**src/rtl/doa_lag_tracker.sv**
```systemverilog
// DOA lag tracker: sequences mic-subsystem measurements and averages lag_diff over a 2**AVG_LOG2 window.
// Optional outlier rejection is built when DOA_OUTLIER_REJECT_EN is defined.
module doa_lag_tracker #(
  parameter int LAGNUM      = 10,
  parameter int AVG_LOG2    = 3,
  parameter int GAP_CYC     = 1024,
  parameter int TIMEOUT_CYC = 2**20,
  parameter int MAX_JUMP    = 3,
  parameter int REJ_LIMIT   = 4
) (
  input  logic              clk_60MHz,
  input  logic              rst_n,
  input  logic              enable,
  input  logic              win_clr,
  input  logic              subsys_done,
  input  logic signed [5:0] lag_diff,
  output logic              subsys_start,
  output logic signed [5:0] avg_lag,
  output logic              avg_upd,
  output logic              avg_valid,
  output logic              timeout_err
);

  localparam int unsigned LAG_W     = 6;
  localparam int unsigned AVG_DEPTH = 1 << AVG_LOG2;
  localparam int unsigned SUM_W     = LAG_W + AVG_LOG2;
  localparam int unsigned FILL_W    = AVG_LOG2 + 1;
  localparam int unsigned PTR_W     = AVG_LOG2;
  localparam int unsigned TMR_MAX   = (TIMEOUT_CYC > GAP_CYC) ? TIMEOUT_CYC : GAP_CYC;
  localparam int unsigned TMR_W     = (TMR_MAX > 2) ? $clog2(TMR_MAX) : 1;

  localparam logic signed [LAG_W-1:0] LAG_LO = LAG_W'(-LAGNUM);
  localparam logic signed [LAG_W-1:0] LAG_HI = LAG_W'(LAGNUM - 1);

  if (AVG_LOG2 < 1 || AVG_LOG2 > 5 || GAP_CYC < 1 || TIMEOUT_CYC < 2 ||
      LAGNUM < 1 || LAGNUM > 32 || MAX_JUMP < 0 || REJ_LIMIT < 1) begin : g_param_check
    $error("doa_lag_tracker: parameter out of range");
  end

  typedef enum logic [2:0] {
    S_IDLE  = 3'd0,
    S_START = 3'd1,
    S_WAIT  = 3'd2,
    S_ACCUM = 3'd3,
    S_GAP   = 3'd4
  } state_t;

  state_t                    r_state;
  state_t                    w_state_nxt;
  logic [TMR_W-1:0]          r_timer;
  logic                      w_timeout_hit;
  logic                      r_subsys_start;

  logic signed [LAG_W-1:0]   r_lag;
  logic signed [LAG_W-1:0]   r_buf [AVG_DEPTH];
  logic signed [SUM_W-1:0]   r_sum;
  logic [FILL_W-1:0]         r_fill;
  logic [PTR_W-1:0]          r_wr_ptr;
  logic signed [LAG_W-1:0]   r_avg_lag;
  logic                      r_avg_upd;
  logic                      r_avg_valid;
  logic                      r_timeout_err;

  logic                      w_in_range;
  logic                      w_reject;
  logic                      w_accept;
  logic signed [SUM_W-1:0]   w_sum_nxt;
  logic [FILL_W-1:0]         w_fill_nxt;
  logic                      w_full_nxt;

  // Measurement sequencer: next-state and timeout decode
  always_comb begin
    w_state_nxt   = r_state;
    w_timeout_hit = 1'b0;
    case (r_state)
      S_IDLE:  if (enable) w_state_nxt = S_START;
      S_START: w_state_nxt = S_WAIT;
      S_WAIT: begin
        if (subsys_done) begin
          w_state_nxt = S_ACCUM;
        end else if (r_timer == TMR_W'(TIMEOUT_CYC - 1)) begin
          w_state_nxt   = S_GAP;
          w_timeout_hit = 1'b1;
        end
      end
      S_ACCUM: w_state_nxt = S_GAP;
      S_GAP: begin
        if (r_timer == TMR_W'(GAP_CYC - 1)) w_state_nxt = enable ? S_START : S_IDLE;
      end
      default: w_state_nxt = S_IDLE;
    endcase
  end

  // State register; timer restarts on every state change
  always_ff @(posedge clk_60MHz or negedge rst_n) begin
    if (!rst_n) begin
      r_state        <= S_IDLE;
      r_timer        <= '0;
      r_subsys_start <= 1'b0;
    end else begin
      r_state        <= w_state_nxt;
      r_timer        <= (w_state_nxt != r_state) ? '0 : r_timer + 1'b1;
      r_subsys_start <= (w_state_nxt == S_START);
    end
  end

  assign w_in_range = (r_lag >= LAG_LO) && (r_lag <= LAG_HI);
  assign w_accept   = (r_state == S_ACCUM) && !win_clr && w_in_range && !w_reject;
  assign w_sum_nxt  = r_sum + SUM_W'(r_lag) - SUM_W'(r_buf[r_wr_ptr]);
  assign w_fill_nxt = (r_fill == FILL_W'(AVG_DEPTH)) ? r_fill : r_fill + 1'b1;
  assign w_full_nxt = (w_fill_nxt == FILL_W'(AVG_DEPTH));

`ifdef DOA_OUTLIER_REJECT_EN
  localparam int unsigned REJ_W = (REJ_LIMIT > 1) ? $clog2(REJ_LIMIT) : 1;

  logic [REJ_W-1:0]    r_rej_cnt;
  logic signed [6:0]   w_diff;
  logic [6:0]          w_abs_diff;
  logic                w_far;

  assign w_diff     = 7'(r_lag) - 7'(r_avg_lag);
  assign w_abs_diff = w_diff[6] ? 7'(-w_diff) : 7'(w_diff);
  assign w_far      = r_avg_valid && (w_abs_diff > 7'(MAX_JUMP));
  // The REJ_LIMIT-th consecutive outlier is let through so a real move is eventually tracked
  assign w_reject   = w_far && (r_rej_cnt != REJ_W'(REJ_LIMIT - 1));

  always_ff @(posedge clk_60MHz or negedge rst_n) begin
    if (!rst_n) begin
      r_rej_cnt <= '0;
    end else if (win_clr) begin
      r_rej_cnt <= '0;
    end else if (r_state == S_ACCUM && w_in_range) begin
      r_rej_cnt <= w_reject ? r_rej_cnt + 1'b1 : '0;
    end
  end
`else
  assign w_reject = 1'b0;
`endif

  // Sample capture, circular window, running sum and published average
  always_ff @(posedge clk_60MHz or negedge rst_n) begin
    if (!rst_n) begin
      r_lag         <= '0;
      for (int i = 0; i < int'(AVG_DEPTH); i++) r_buf[i] <= '0;
      r_sum         <= '0;
      r_fill        <= '0;
      r_wr_ptr      <= '0;
      r_avg_lag     <= '0;
      r_avg_upd     <= 1'b0;
      r_avg_valid   <= 1'b0;
      r_timeout_err <= 1'b0;
    end else begin
      r_avg_upd <= 1'b0;
      if (r_state == S_WAIT && subsys_done) r_lag <= lag_diff;
      if (win_clr) begin
        for (int i = 0; i < int'(AVG_DEPTH); i++) r_buf[i] <= '0;
        r_sum         <= '0;
        r_fill        <= '0;
        r_wr_ptr      <= '0;
        r_avg_lag     <= '0;
        r_avg_valid   <= 1'b0;
        r_timeout_err <= 1'b0;
      end else begin
        if (w_timeout_hit) r_timeout_err <= 1'b1;
        if (w_accept) begin
          r_buf[r_wr_ptr] <= r_lag;
          r_sum           <= w_sum_nxt;
          r_wr_ptr        <= r_wr_ptr + 1'b1;
          r_fill          <= w_fill_nxt;
          if (w_full_nxt) begin
            r_avg_lag   <= LAG_W'(w_sum_nxt >>> AVG_LOG2);
            r_avg_upd   <= 1'b1;
            r_avg_valid <= 1'b1;
          end
        end
      end
    end
  end

  assign subsys_start = r_subsys_start;
  assign avg_lag      = r_avg_lag;
  assign avg_upd      = r_avg_upd;
  assign avg_valid    = r_avg_valid;
  assign timeout_err  = r_timeout_err;

endmodule

```
**config.mk**
```make
export PLATFORM = sky130hd
export DESIGN_NAME = doa_lag_tracker
export DESIGN_NICKNAME = d
export VERILOG_FILES = /design/src/rtl/doa_lag_tracker.sv
export SDC_FILE = /design/constraint.sdc
export NUM_CORES = 1
export LEC_CHECK = 0
export ABC_AREA = 0
export CORE_ASPECT_RATIO = 0.75
export CORE_UTILIZATION = 45
export CTS_CLUSTER_DIAMETER = 60
export DETAILED_ROUTE_END_ITERATION = 16
export GPL_ROUTABILITY_DRIVEN = 0
export GPL_TIMING_DRIVEN = 0
export REMOVE_ABC_BUFFERS = 1
export SKIP_LAST_GASP = 1
export SLEW_MARGIN = 20
export SYNTH_ARGS = -nofsm -noshare
export SYNTH_HDL_FRONTEND = slang
export SYNTH_SLANG_ARGS = --single-unit
```
**constraint.sdc**
```tcl
create_clock -name clk_60MHz -period 3.8 [get_ports clk_60MHz]
set_input_delay 0.57 -clock clk_60MHz [delete_from_list [all_inputs] [get_ports clk_60MHz]]
set_output_delay 0.57 -clock clk_60MHz [all_outputs]
set_load 0.02 [all_outputs]
```
==> summary.md <==
| Metric | Value |
|---|---|
| Final critical-path required period | `about 3.6 ns` |
| Core footprint | `about 12000 um2` |
| Gr ovfl total | `0` |
| Initial Util | `between 40% and 50%` |
| Die width | `roughly 130 um` |
| Kind of critical path | `flop to flop` |
| Worst Setup End Kind | `flop` |
| Vias in the first global route | `approximately 4000` |
| Die height | `roughly 100 um` |
| Post-Place Setup Slack | `-0.443 ns` |
| WL/cell | `around 17 um` |
| GR Util met1 | `31.1%` |
| DP Area | `6030 um2` |
| Post-synthesis cell type count | `between 60 and 70` |
| Final Setup Violations | `0` |
| Via count | `between 3000 and 4000` |
| Util after Layout | `roughly half` |
| Peak fanout along the critical path | `12` |
| Port Buffer Count | `20` |
| Commonest non-fill, non-tap cell in the layout | `dfrtp_1` |
| Status | `finished, final reports clean` |
| # diodes | `0` |
| Clock latency on the worst-skew pair | `0.34 ns` |
| CP arrival | `about 3.8 ns` |
| GR Util met2 | `roughly 30%` |
| Routed WL | `approximately 12 mm` |
| Worst setup skew after layout | `slightly below 0.006 ns` |
| Clock tree from TritonCTS | `yes` |
| Achievable frequency | `around 280 MHz` |
| Largest net degree at the start of global routing | `between 70 and 80` |
| Residual DRC count | `0` |
| Post-synth EDFFs | `0` |
| Most frequent cells in the layout | `dfrtp_1, nor2_1, mux2i_1` |
| Worst EP required | `4.05 ns` |
| Post-synth ARST share | `between 90% and 100%` |
| Ports | `21` |
| Pre-antenna DRT Iters | `4` |
| Post-DP HPWL | `between 8 and 9 mm` |
| CTS Buf Count | `9` |
| Yosys reg bits | `between 100 and 150` |
| Setup crit start kind | `flop` |
| Setup TNS | `0 ns` |
| Synth Instances | `563` |
| Mapped cell area | `between 5000 and 6000 um2` |
| GR peak layer | `met1` |
| Final-stage net count | `roughly 600` |
| Power Total | `approximately 3.9 mW` |
| RSZ-0062 raised after global routing | `false` |
| H-tree depth | `3` |
| # rows | `35` |
| All-Layer GR Usage | `between 20% and 30%` |
| CTS max path bufs | `2` |
| Worst-margin pin slew | `roughly 0.86 ns` |
| Setup ws final | `0.205 ns` |
| DR iter-0 viols | `about 310` |
| Post-synth top flop | `dfrtp_1` |
| MaxCap Viol Count | `0` |
| Syn avg cell area | `10.3 um2` |
| Fin crit share | `a little over nine tenths` |
| Detail Route Antenna Nets | `0` |
| Max-slew violations | `0` |
| Clk sink count | `103` |
| Vias per cell | `roughly 5.4` |
| Initial antenna violation count | `0` |
| Max_slew headroom | `a little over two fifths` |
| Pwr dens | `about 600 nW/um2` |
| Root Buffer | `clkbuf_16` |
| Hold Crit Class | `input port to async pin` |
| Leakage | `approximately 3.0 nW` |
| Yosys warns | `0` |
| Met3 Usage GRT | `3.38%` |
| Fin area | `about 6400 um2` |
| Final hold violation count | `0` |
| Register area share after synthesis | `~45%` |
| Die area | `around 13000 um2` |
| Worst-path clk slew | `0.07 ns` |
| Peak supply drop | `between 300 and 400 uV` |
| Layout cells sized above 1 | `between 10% and 20%` |
| First-pass GRT wire length | `around 21 mm` |
| Layout area overhead | `11.6%` |
metal layers:
metal	part of all wire, %	wire [um]
met1	53	6530
met4	0.49	61
met5	0	0
met3	2.8	341
met2	44	5430
synthesized netlist by cell type, drive strengths merged (7+ instances only):
master  count  area [um2]
nor2       77         289
nand4       8         105
nor3       20         100
o21ai      18        90.1
buf        19         124
dfrtp     103        2580
fa          8         160
clkbuf     15        57.6
xnor2      18         158
mux4        8         180
mux2i      53         531
nand3      16        80.1
xor2        8        70.1
and3        7        43.8
inv        40         150
nand2      37         139
a21oi      16        80.1
ha         14         175
what timing repair did:
item                                    CTS  global route
setup buffers                             1             4
hold endpoints to repair                  0             0
resized for setup                         5             3
hold buffers                              0             0
endpoints found under the setup margin   10             5
power by group:
part	total [mW]	switching (mW)	leakage, nW	internal, mW
sequential	1.34	0.165	1.42	1.17
combinational	1.44	0.864	1.44	0.573
clock	1.09	0.408	0.176	0.680
total	3.86	1.44	3.03	2.43
cell type report:
type,count,area (um2)
fill,1147,5950
multi-input combinational,386,2880
sequential,103,2590
timing repair buffer,26,264
clock buffer,11,253
tap,166,208
inverter,40,150
clock inverter,5,104
metrics by stage:
| stage | hold WS, ns | instances |
|---|---|---|
| after detailed placement | 0.455 | 716 |
| final | 0.0835 | 737 |
| after CTS | 0.0833 | 733 |
| after floorplan | 0.274 | 529 |
| after global placement | 0.448 | 715 |
| after global routing | 0.0969 | 737 |
critical path, cell delays in order (launching register included):
cell and delay, ns:
dfrtp_4 0.53, buf_4 0.16, mux4_2 0.47, mux2_2 0.31
fa_1 0.50, inv_1 0.05, ha_1 0.34, nor2b_4 0.16
o21a_1 0.18, o21ai_0 0.15, or3b_2 0.49, o21ai_0 0.18
worst paths after layout:
kind                       cells after the start           to        start  slack, ns
min reg2reg                                    1   r_timer[0]   r_timer[0]       0.46
min                                            1  r_timer[16]        rst_n       0.08
min in group clk_60MHz                         1   r_timer[0]   r_timer[0]       0.46
max reg2reg                                   11     r_sum[4]  r_wr_ptr[1]       0.21
max                                           11     r_sum[4]  r_wr_ptr[1]       0.21
max in group asynchronous                      2  r_wr_ptr[1]        rst_n       3.03
sequential cells by signal, indices dropped and copies added, names as in the netlist, 3 cells and up:
signal,count
r_state,3
r_timer,20
r_sum,9
r_lag,6
avg_lag,6
r_wr_ptr,3
r_buf,48
r_fill,4
logic make-up (layout without fill, tap and decap cells):
group | after synthesis | in the layout | share of synthesized area [%]
muxes | 66 | 66 | 13.3
xor gates and xnor gates | 26 | 26 | 3.94
DFF | 103 | 103 | 44.6
buffers and inverters | 74 | 82 | 5.74
and+or+nand+nor | 202 | 202 | 18.2
AOI/OAI and AO/OA | 70 | 70 | 8.41
adders and majority gates | 22 | 22 | 5.81
No activity file was read; power rests on OpenSTA's default activity.
